<file path="src/rtl/btn_code_sequencer.sv">
// -----------------------------------------------------------------------------
// btn_code_sequencer
//
// Purpose:
//   Produces the 2-bit select code for the board's 2-to-4 decoder stage.
//   Two raw push buttons (step, mode) are synchronised, debounced and
//   edge-detected. In MANUAL mode the code advances once per step press.
//   In AUTO mode it advances every AUTO_CYC clocks. The code wraps 3 -> 0.
//
// Build option:
//   GRAY_CODE_EN  defined   : code sequence 00,01,11,10,00 (Gray mapping)
//                 undefined : code sequence 00,01,10,11,00 (binary)
//
// Parameters:
//   DEBOUNCE_CYC  consecutive differing cycles before a button level is accepted (>= 2)
//   AUTO_CYC      clocks between advances in AUTO mode (>= 2)
//
// Ports:
//   clk         in   system clock
//   rst         in   asynchronous active-high reset (sync release expected upstream)
//   btn_step    in   raw step button, active-high, asynchronous, bouncy
//   btn_mode    in   raw mode button, active-high, asynchronous, bouncy
//   code        out  [1:0] registered select code
//   auto_mode   out  1 = AUTO, 0 = MANUAL; this is the FSM state itself
//   step_pulse  out  one-cycle strobe, high in the cycle code takes a new value
//
// Strobe semantics: step_pulse is a plain registered strobe with no handshake;
// the consumer must sample it every cycle. There is no back-pressure.
// -----------------------------------------------------------------------------
module btn_code_sequencer #(
   parameter int DEBOUNCE_CYC = 500_000,
   parameter int AUTO_CYC     = 25_000_000
) (
   input  logic       clk,
   input  logic       rst,
   input  logic       btn_step,
   input  logic       btn_mode,
   output logic [1:0] code,
   output logic       auto_mode,
   output logic       step_pulse
);

   localparam int DBW = $clog2(DEBOUNCE_CYC);
   localparam int TKW = $clog2(AUTO_CYC);
   localparam logic [DBW-1:0] DB_LAST = DBW'(DEBOUNCE_CYC - 1);
   localparam logic [TKW-1:0] TK_LAST = TKW'(AUTO_CYC - 1);

   typedef enum logic {
      MANUAL = 1'b0,
      AUTO   = 1'b1
   } state_t;

   // Bit 0 = step button, bit 1 = mode button throughout.
   logic [1:0]     raw;
   logic [1:0]     sync1;
   logic [1:0]     sync2;
   logic [1:0]     stable;
   logic [1:0]     stable_prev;
   logic [1:0]     press;
   logic [DBW-1:0] db_cnt [2];

   state_t         state;
   state_t         state_nxt;
   logic [TKW-1:0] tick;
   logic [TKW-1:0] tick_nxt;
   logic           adv;
   logic [1:0]     idx;
   logic [1:0]     idx_nxt;

   function automatic logic [1:0] map_code(input logic [1:0] i);
`ifdef GRAY_CODE_EN
      return i ^ {1'b0, i[1]};
`else
      return i;
`endif
   endfunction

   assign raw     = {btn_mode, btn_step};
   // Rising edge of the debounced level; releases produce nothing.
   assign press   = stable & ~stable_prev;
   assign idx_nxt = idx + 2'd1;

   // Synchronisers and debouncers. The counter only runs while the synced
   // level disagrees with the accepted level, so any bounce back to the
   // accepted level restarts the count from zero.
   always_ff @(posedge clk or posedge rst) begin
      if (rst) begin
         sync1       <= '0;
         sync2       <= '0;
         stable      <= '0;
         stable_prev <= '0;
         db_cnt[0]   <= '0;
         db_cnt[1]   <= '0;
      end else begin
         sync1       <= raw;
         sync2       <= sync1;
         stable_prev <= stable;
         for (int i = 0; i < 2; i++) begin
            if (sync2[i] == stable[i]) begin
               db_cnt[i] <= '0;
            end else if (db_cnt[i] == DB_LAST) begin
               stable[i] <= sync2[i];
               db_cnt[i] <= '0;
            end else begin
               db_cnt[i] <= db_cnt[i] + 1'b1;
            end
         end
      end
   end

   // FSM state register.
   always_ff @(posedge clk or posedge rst) begin
      if (rst) begin
         state <= MANUAL;
         tick  <= '0;
      end else begin
         state <= state_nxt;
         tick  <= tick_nxt;
      end
   end

   // Next state and advance request. A mode press always wins: any step
   // press or auto tick in the same cycle is dropped.
   always_comb begin
      state_nxt = state;
      tick_nxt  = tick;
      adv       = 1'b0;
      case (state)
         MANUAL: begin
            // Held at zero so AUTO always starts counting from 0.
            tick_nxt = '0;
            if (press[1]) begin
               state_nxt = AUTO;
            end else if (press[0]) begin
               adv = 1'b1;
            end
         end
         AUTO: begin
            if (press[1]) begin
               state_nxt = MANUAL;
               tick_nxt  = '0;
            end else if (tick == TK_LAST) begin
               adv      = 1'b1;
               tick_nxt = '0;
            end else begin
               tick_nxt = tick + 1'b1;
            end
         end
         default: begin
            state_nxt = MANUAL;
            tick_nxt  = '0;
         end
      endcase
   end

   // Index, output code and strobe.
   always_ff @(posedge clk or posedge rst) begin
      if (rst) begin
         idx        <= 2'd0;
         code       <= 2'd0;
         step_pulse <= 1'b0;
      end else begin
         step_pulse <= adv;
         if (adv) begin
            idx  <= idx_nxt;
            code <= map_code(idx_nxt);
         end
      end
   end

   assign auto_mode = (state == AUTO);

endmodule

</file>
<file path="config.mk">
export PLATFORM = sky130hd
export DESIGN_NAME = btn_code_sequencer
export DESIGN_NICKNAME = d
export VERILOG_FILES = /design/src/rtl/btn_code_sequencer.sv
export SDC_FILE = /design/constraint.sdc
export NUM_CORES = 1
export LEC_CHECK = 0
export CAP_MARGIN = 20
export CORE_MARGIN = 2
export CORE_UTILIZATION = 51
export DETAILED_ROUTE_END_ITERATION = 8
export PLACE_DENSITY_LB_ADDON = 0.12
export REMOVE_ABC_BUFFERS = 1
export SYNTH_ARGS = -nofsm -noshare
export SYNTH_HDL_FRONTEND = slang
export SYNTH_SLANG_ARGS = --single-unit
</file>
<file path="constraint.sdc">
create_clock -name clk -period 4 [get_ports clk]
set_input_delay 0.4 -clock clk [delete_from_list [all_inputs] [get_ports clk]]
set_output_delay 0.4 -clock clk [all_outputs]
set_load 0.05 [all_outputs]
</file>
==> impl_metrics.env, run 1 <==
export IMPL_drc=0
export IMPL_tightest_slew_ns=0.751
export IMPL_finalPower_mw=1.30
export IMPL_yosysSeqAreaShare_pct=54.0
export IMPL_cts_tree="built"
export IMPL_finalClockSkew_ns=0.00991
export IMPL_h_tree_depth=3
export IMPL_crit_arrival_ns=2.25
export IMPL_dpl_hpwl_um=3950
export IMPL_pin_count=8
export IMPL_antenna_found_initial=0
export IMPL_insertion_delay_ns=0.34
export IMPL_use_met1_pct=24.1
export IMPL_grtUsageMet3_pct=3.43
export IMPL_syn_instance_count=347
export IMPL_fp_dieH_um=86.6
export IMPL_via_per_inst=5.11
export IMPL_timing_setup_tns_ns=0
export IMPL_slew_viol_final=0
export IMPL_start_util_pct=52.0
export IMPL_timing_final_crit_share_pct=51.2
export IMPL_row_count=30
export IMPL_drive_gt1_share_pct=8.22
export IMPL_period_needed_ns=2.05
export IMPL_gr_usage_met2_pct=27.1
export IMPL_vias=2276
export IMPL_clockRootBuffer="clkbuf_8"
export IMPL_layout_commonest_cell="nor2_1"
export IMPL_grt_max_degree=31
export IMPL_clk_path_buf_depth=2
export IMPL_critical_path_required_ns=4.20
export IMPL_area_growth_pct=9.11
export IMPL_fp_dieArea_um2=7490
export IMPL_final_cell_mix="nor2_1, dfrtp_1, xor2_1"
export IMPL_clk_pin_slew_worst_paths_ns=0.07
export IMPL_ys_ff_latch=75
export IMPL_cpMaxStageDelayCell="or4_1"
export IMPL_post_cts_buffers=0
export IMPL_grt_pass1_vias=2302
export IMPL_rsz0062_at_grt="no"
export IMPL_drtAntennaViolNets=0
export IMPL_top_usage_layer="met2"
export IMPL_globalRouteTotalUtil_pct=17.5
export IMPL_worstSetupStartpointType="flop"
export IMPL_cp_top_family="simple AND/OR/NAND/NOR gates"
export IMPL_path_max_fanout=25
export IMPL_p_leak_nw=1.57
export IMPL_postCtsHoldBufs=0
export IMPL_p_per_area_nw_per_um2=343
export IMPL_drt_initial_drc_count=94
export IMPL_wl_per_cell_um=13.0
export IMPL_totalWireLength_um=5790
export IMPL_crit_chain="ha_1 > nand3_1 > or4_1 > nand3_2 > nor2_1"
export IMPL_nNetsFinal=367
export IMPL_setup_viol=0
export IMPL_fin_util_pct=56.8
export IMPL_antenna_cells=0
export IMPL_syn_avg_cell_area_um2=10.0
export IMPL_final_hold_violation_count=0
export IMPL_ys_types=29
export IMPL_outcome="finished, final reports clean"
export IMPL_timing_critical_path_buf_inv=0
export IMPL_first_pass_iters=4
export IMPL_cts_buffers=9
export IMPL_holdCritPathClass="flop to flop"
export IMPL_grt_pass1_wl_um=10300
export IMPL_whs_ns=0.352
export IMPL_netlist_area_um2=3480
export IMPL_cts_sinks=75
export IMPL_yosysWarnings=0
export IMPL_gp_congestion=0.789
export IMPL_fmax_mhz=489
export IMPL_port_buffers=7
export IMPL_overflow=0
export IMPL_crit_path_end_kind="flop"
export IMPL_coreArea_um2=6680
export IMPL_nFillCells=604
export IMPL_peakVddDrop_uv=185
export IMPL_maxCapViolations=0
export IMPL_cp_slowest_stage_delay_ns=0.56
export IMPL_path_class="flop to flop"
export IMPL_slew_limit_headroom_pct=49.5
export IMPL_cts_repair_resized=0
export IMPL_die_x_um=86.6
[metal layers]
layer  share of wire, %  vias to the layer above  wire length, um
met5                  0                        -                0
met4               0.92                        0               53
met3                2.3                        6              134
met2                 45                       17             2580
met1                 52                     1073             3030
li1                   -                     1180                -
[cells in the mapped netlist]
cell | number | area share (%)
xor2_1 | 33 | 8.3
clkbuf_1 | 2 | 0.22
mux2_2 | 2 | 0.65
or2_2 | 5 | 0.90
ha_1 | 3 | 1.1
and4_1 | 4 | 1.0
buf_4 | 2 | 0.43
nand3b_1 | 2 | 0.43
or4_4 | 1 | 0.32
o21ai_0 | 1 | 0.14
nor3_1 | 5 | 0.72
nand3_2 | 2 | 0.58
nor2_1 | 78 | 8.4
buf_2 | 3 | 0.43
nand3_1 | 23 | 3.3
nor4_2 | 1 | 0.36
or3_1 | 1 | 0.18
nand2_1 | 26 | 2.8
or4_1 | 1 | 0.22
nand2b_1 | 1 | 0.18
xnor2_1 | 29 | 7.3
nand4b_1 | 1 | 0.25
nand4_1 | 11 | 2.0
nor4b_1 | 2 | 0.50
and3_1 | 11 | 2.0
inv_1 | 11 | 1.2
nor4_1 | 10 | 1.8
and4b_1 | 1 | 0.29
dfrtp_1 | 75 | 54
[layout make-up]
type | count | area [um2] | share of cell area [%]
Clock buffer | 9 | 124 | 3.27
Multi-Input combinational cell | 254 | 1520 | 40.1
Clock inverter | 7 | 45.0 | 1.19
Inverter | 11 | 41.3 | 1.09
Sequential cell | 75 | 1880 | 49.5
Timing Repair Buffer | 9 | 85.1 | 2.24
Tap cell | 80 | 100 | 2.64
[flip-flops by register name, summed over array words and instances (netlist names)]
name / count
stable: 2
sync2: 2
tick: 25
idx: 2
stable_prev: 2
step_pulse: 1
db_cnt: 38
auto_mode: 1
sync1: 2
[through the flow]
step / setup WS [ns] / cells / area, um2
4_1_cts: 1.92 / 445 / 3790
5_1_grt: 1.75 / 445 / 3790
3_5_place_dp: 1.94 / 429 / 3620
2_1_floorplan: 1.69 / 340 / 3440
3_3_place_gp: 1.98 / 429 / 3620
6_report: 1.95 / 445 / 3790
[final timing paths]
check / start / endpoint / slack, ns / cells after the start
max reg2reg: tick[0] / tick[9] / 1.95 / 5
max: tick[0] / tick[9] / 1.95 / 5
max in group asynchronous: rst / db_cnt[30] / 2.85 / 3
min in group asynchronous: rst / db_cnt[16] / 0.39 / 2
min reg2reg: sync1[1] / sync2[1] / 0.35 / 0
min: sync1[1] / sync2[1] / 0.35 / 0
[worst reg2reg max path: cells and delay by family (launching register included)]
family,cells,cell delay (ns)
DFF,1,0.41
and+or+nand+nor,4,1.26
adders and majority gates,1,0.25
[power breakdown]
| part | switching [mW] | internal, mW | total, mW |
|---|---|---|---|
| Sequential | 0.00574 | 0.765 | 0.770 |
| Clock | 0.273 | 0.221 | 0.494 |
| Combinational | 0.0252 | 0.0101 | 0.0353 |
[kinds of logic (layout without fill, tap and decap cells)]
family / after synthesis / in the layout / share of synthesized area, %
buffers and inverters: 18 / 36 / 2.27
xor gates and xnor gates: 62 / 62 / 15.6
DFF: 75 / 75 / 54.0
adders and majority gates: 3 / 3 / 1.08
and+or+nand+nor: 186 / 186 / 26.2
muxes: 2 / 2 / 0.648
AOI/OAI and AO/OA: 1 / 1 / 0.144
Power figures use the tool's default switching activity.
==> run 2: changes to the inputs <==
Clock period 4 ns to 1.9 ns, I/O delays scaled along.
==> run 2 against run 1 <==
Net effect: non-clock buffer count up 12; hold slack got worse by 0.11 ns; worst setup slack worse by 1.9 ns.
==> impl_metrics.env, run 2 (synthesized netlist as in run 1, its figures left out) <==
export IMPL_crit_path_end_kind="primary output"
export IMPL_nFillCells=576
export IMPL_cts_tree="built"
export IMPL_grt_max_degree=76
export IMPL_crit_arrival_ns=1.65
export IMPL_die_x_um=86.6
export IMPL_finalInstanceArea_um2=3990
export IMPL_fin_util_pct=59.7
export IMPL_outcome="finished, final reports clean"
export IMPL_p_per_area_nw_per_um2=795
export IMPL_wl_per_cell_um=13.0
export IMPL_insertion_delay_ns=0.34
export IMPL_grt_pass1_wl_um=10600
export IMPL_row_count=30
export IMPL_overflow=0
export IMPL_port_buffers=7
export IMPL_final_cell_mix="nor2_1, dfrtp_1, xor2_1"
export IMPL_worstSetupStartpointType="flop"
export IMPL_final_hold_violation_count=0
export IMPL_via_per_inst=5.14
export IMPL_p_leak_nw=1.69
export IMPL_cts_buffers=9
export IMPL_slew_limit_headroom_pct=65.1
export IMPL_drc=0
export IMPL_drive_gt1_share_pct=11.1
export IMPL_start_util_pct=52.0
export IMPL_largest_register_ffs=38
export IMPL_fmax_mhz=544
export IMPL_path_class="flop to primary output"
export IMPL_vias=2349
export IMPL_drt_initial_drc_count=117
export IMPL_tightest_slew_ns=0.521
export IMPL_finalPower_mw=3.17
export IMPL_holdCritPathClass="input pin to asynchronous set/reset pin"
export IMPL_cp_top_family="buffers and inverters"
export IMPL_coreArea_um2=6680
export IMPL_rsz0062_at_grt="no"
export IMPL_cpMaxStageDelayCell="clkdlybuf4s50_1"
export IMPL_timing_final_crit_share_pct=96.8
export IMPL_path_max_fanout=5
export IMPL_layout_commonest_cell="nor2_1"
export IMPL_placed_cells=441
export IMPL_gp_congestion=0.823
export IMPL_cp_slowest_stage_delay_ns=0.85
export IMPL_clk_path_buf_depth=2
export IMPL_crit_chain="clkdlybuf4s50_1"
export IMPL_fp_dieArea_um2=7490
export IMPL_regMostFlops="db_cnt"
export IMPL_finalClockSkew_ns=0.00800
export IMPL_nNetsFinal=379
export IMPL_clk_pin_slew_worst_paths_ns=0.08
export IMPL_timing_critical_path_buf_inv=1
export IMPL_instances_no_fill=457
export IMPL_h_tree_depth=3
export IMPL_antenna_cells=0
export IMPL_critical_path_required_ns=1.71
export IMPL_setup_viol=0
export IMPL_seq_area_um2=1880
export IMPL_period_needed_ns=1.84
export IMPL_top_regs="db_cnt x38, tick x25"
export IMPL_dpl_hpwl_um=3930
export IMPL_area_growth_pct=14.8
export IMPL_clockRootBuffer="clkbuf_8"
export IMPL_fp_dieH_um=86.6
export IMPL_placed_area_um2=3740
export IMPL_pin_count=8
export IMPL_drtAntennaViolNets=0
export IMPL_multi_input_area_um2=1530
export IMPL_maxCapViolations=0
export IMPL_first_pass_iters=4
export IMPL_cts_repair_resized=0
export IMPL_totalWireLength_um=5950
export IMPL_antenna_found_initial=0
export IMPL_timing_setup_tns_ns=0
export IMPL_post_cts_buffers=0
export IMPL_grt_pass1_vias=2316
export IMPL_postCtsHoldBufs=0
export IMPL_cts_sinks=75
export IMPL_slew_viol_final=0
export IMPL_peakVddDrop_uv=647
export IMPL_globalRouteTotalUtil_pct=18.1
==> run 2: changes by cell type in the layout (fill, tap and decap cells not counted), sizes merged <==
cell      before  now
clkinvlp       4    0
buf            2   14
bufinv         0    3
clkbuf         9   11
clkinv         3    2
==> run 2: cell type report <==
class / count / area share (%)
sequential: 75 / 47.1
multi-input combinational: 254 / 38.3
timing repair buffer: 21 / 5.02
clock buffer: 11 / 3.54
clock inverter: 5 / 2.51
tap: 80 / 2.51
inverter: 11 / 1.04
==> run 2: stage by stage <==
stage / worst slack [ns] / hold WS (ns)
floorplan: -0.200 / 0.221
global placement: 0.135 / 0.337
detailed placement: 0.0698 / 0.338
CTS: 0.0422 / 0.250
global route: 0.00924 / 0.283
finish: 0.0613 / 0.240
==> run 2: tightest hold or removal path: cells and delay by family <==
family | cells | cell delay, ns
buf+inv | 3 | 0.81
==> run 2: final timing paths <==
path | from | endpoint | slack (ns) | cells after the start
setup / recovery | auto_mode | auto_mode | 0.06 | 1
hold / removal | rst | tick[0] | 0.24 | 3
setup reg to reg | tick[17] | tick[17] | 0.07 | 6
hold reg to reg | sync1[1] | sync2[1] | 0.35 | 0
max in group asynchronous | rst | db_cnt[3] | 1.36 | 3
min in group clk | btn_step | sync1[0] | 0.28 | 1
==> run 2: where the power goes <==
group / internal [mW] / switching (mW) / total (mW)
clock network: 0.905 / 0.567 / 1.47
registers: 1.61 / 0.0119 / 1.62
logic: 0.0248 / 0.0535 / 0.0783
total: 2.54 / 0.632 / 3.17
==> run 2: routing by layer <==
metal | global-route usage, % | vias to the layer above | wire length, um
met1 | 25.9 | 1118 | 3090
met3 | 3.71 | 9 | 119
li1 | - | 1207 | -
met2 | 26.6 | 15 | 2610
met4 | 8.52 | 0 | 123
met5 | 0 | - | 0
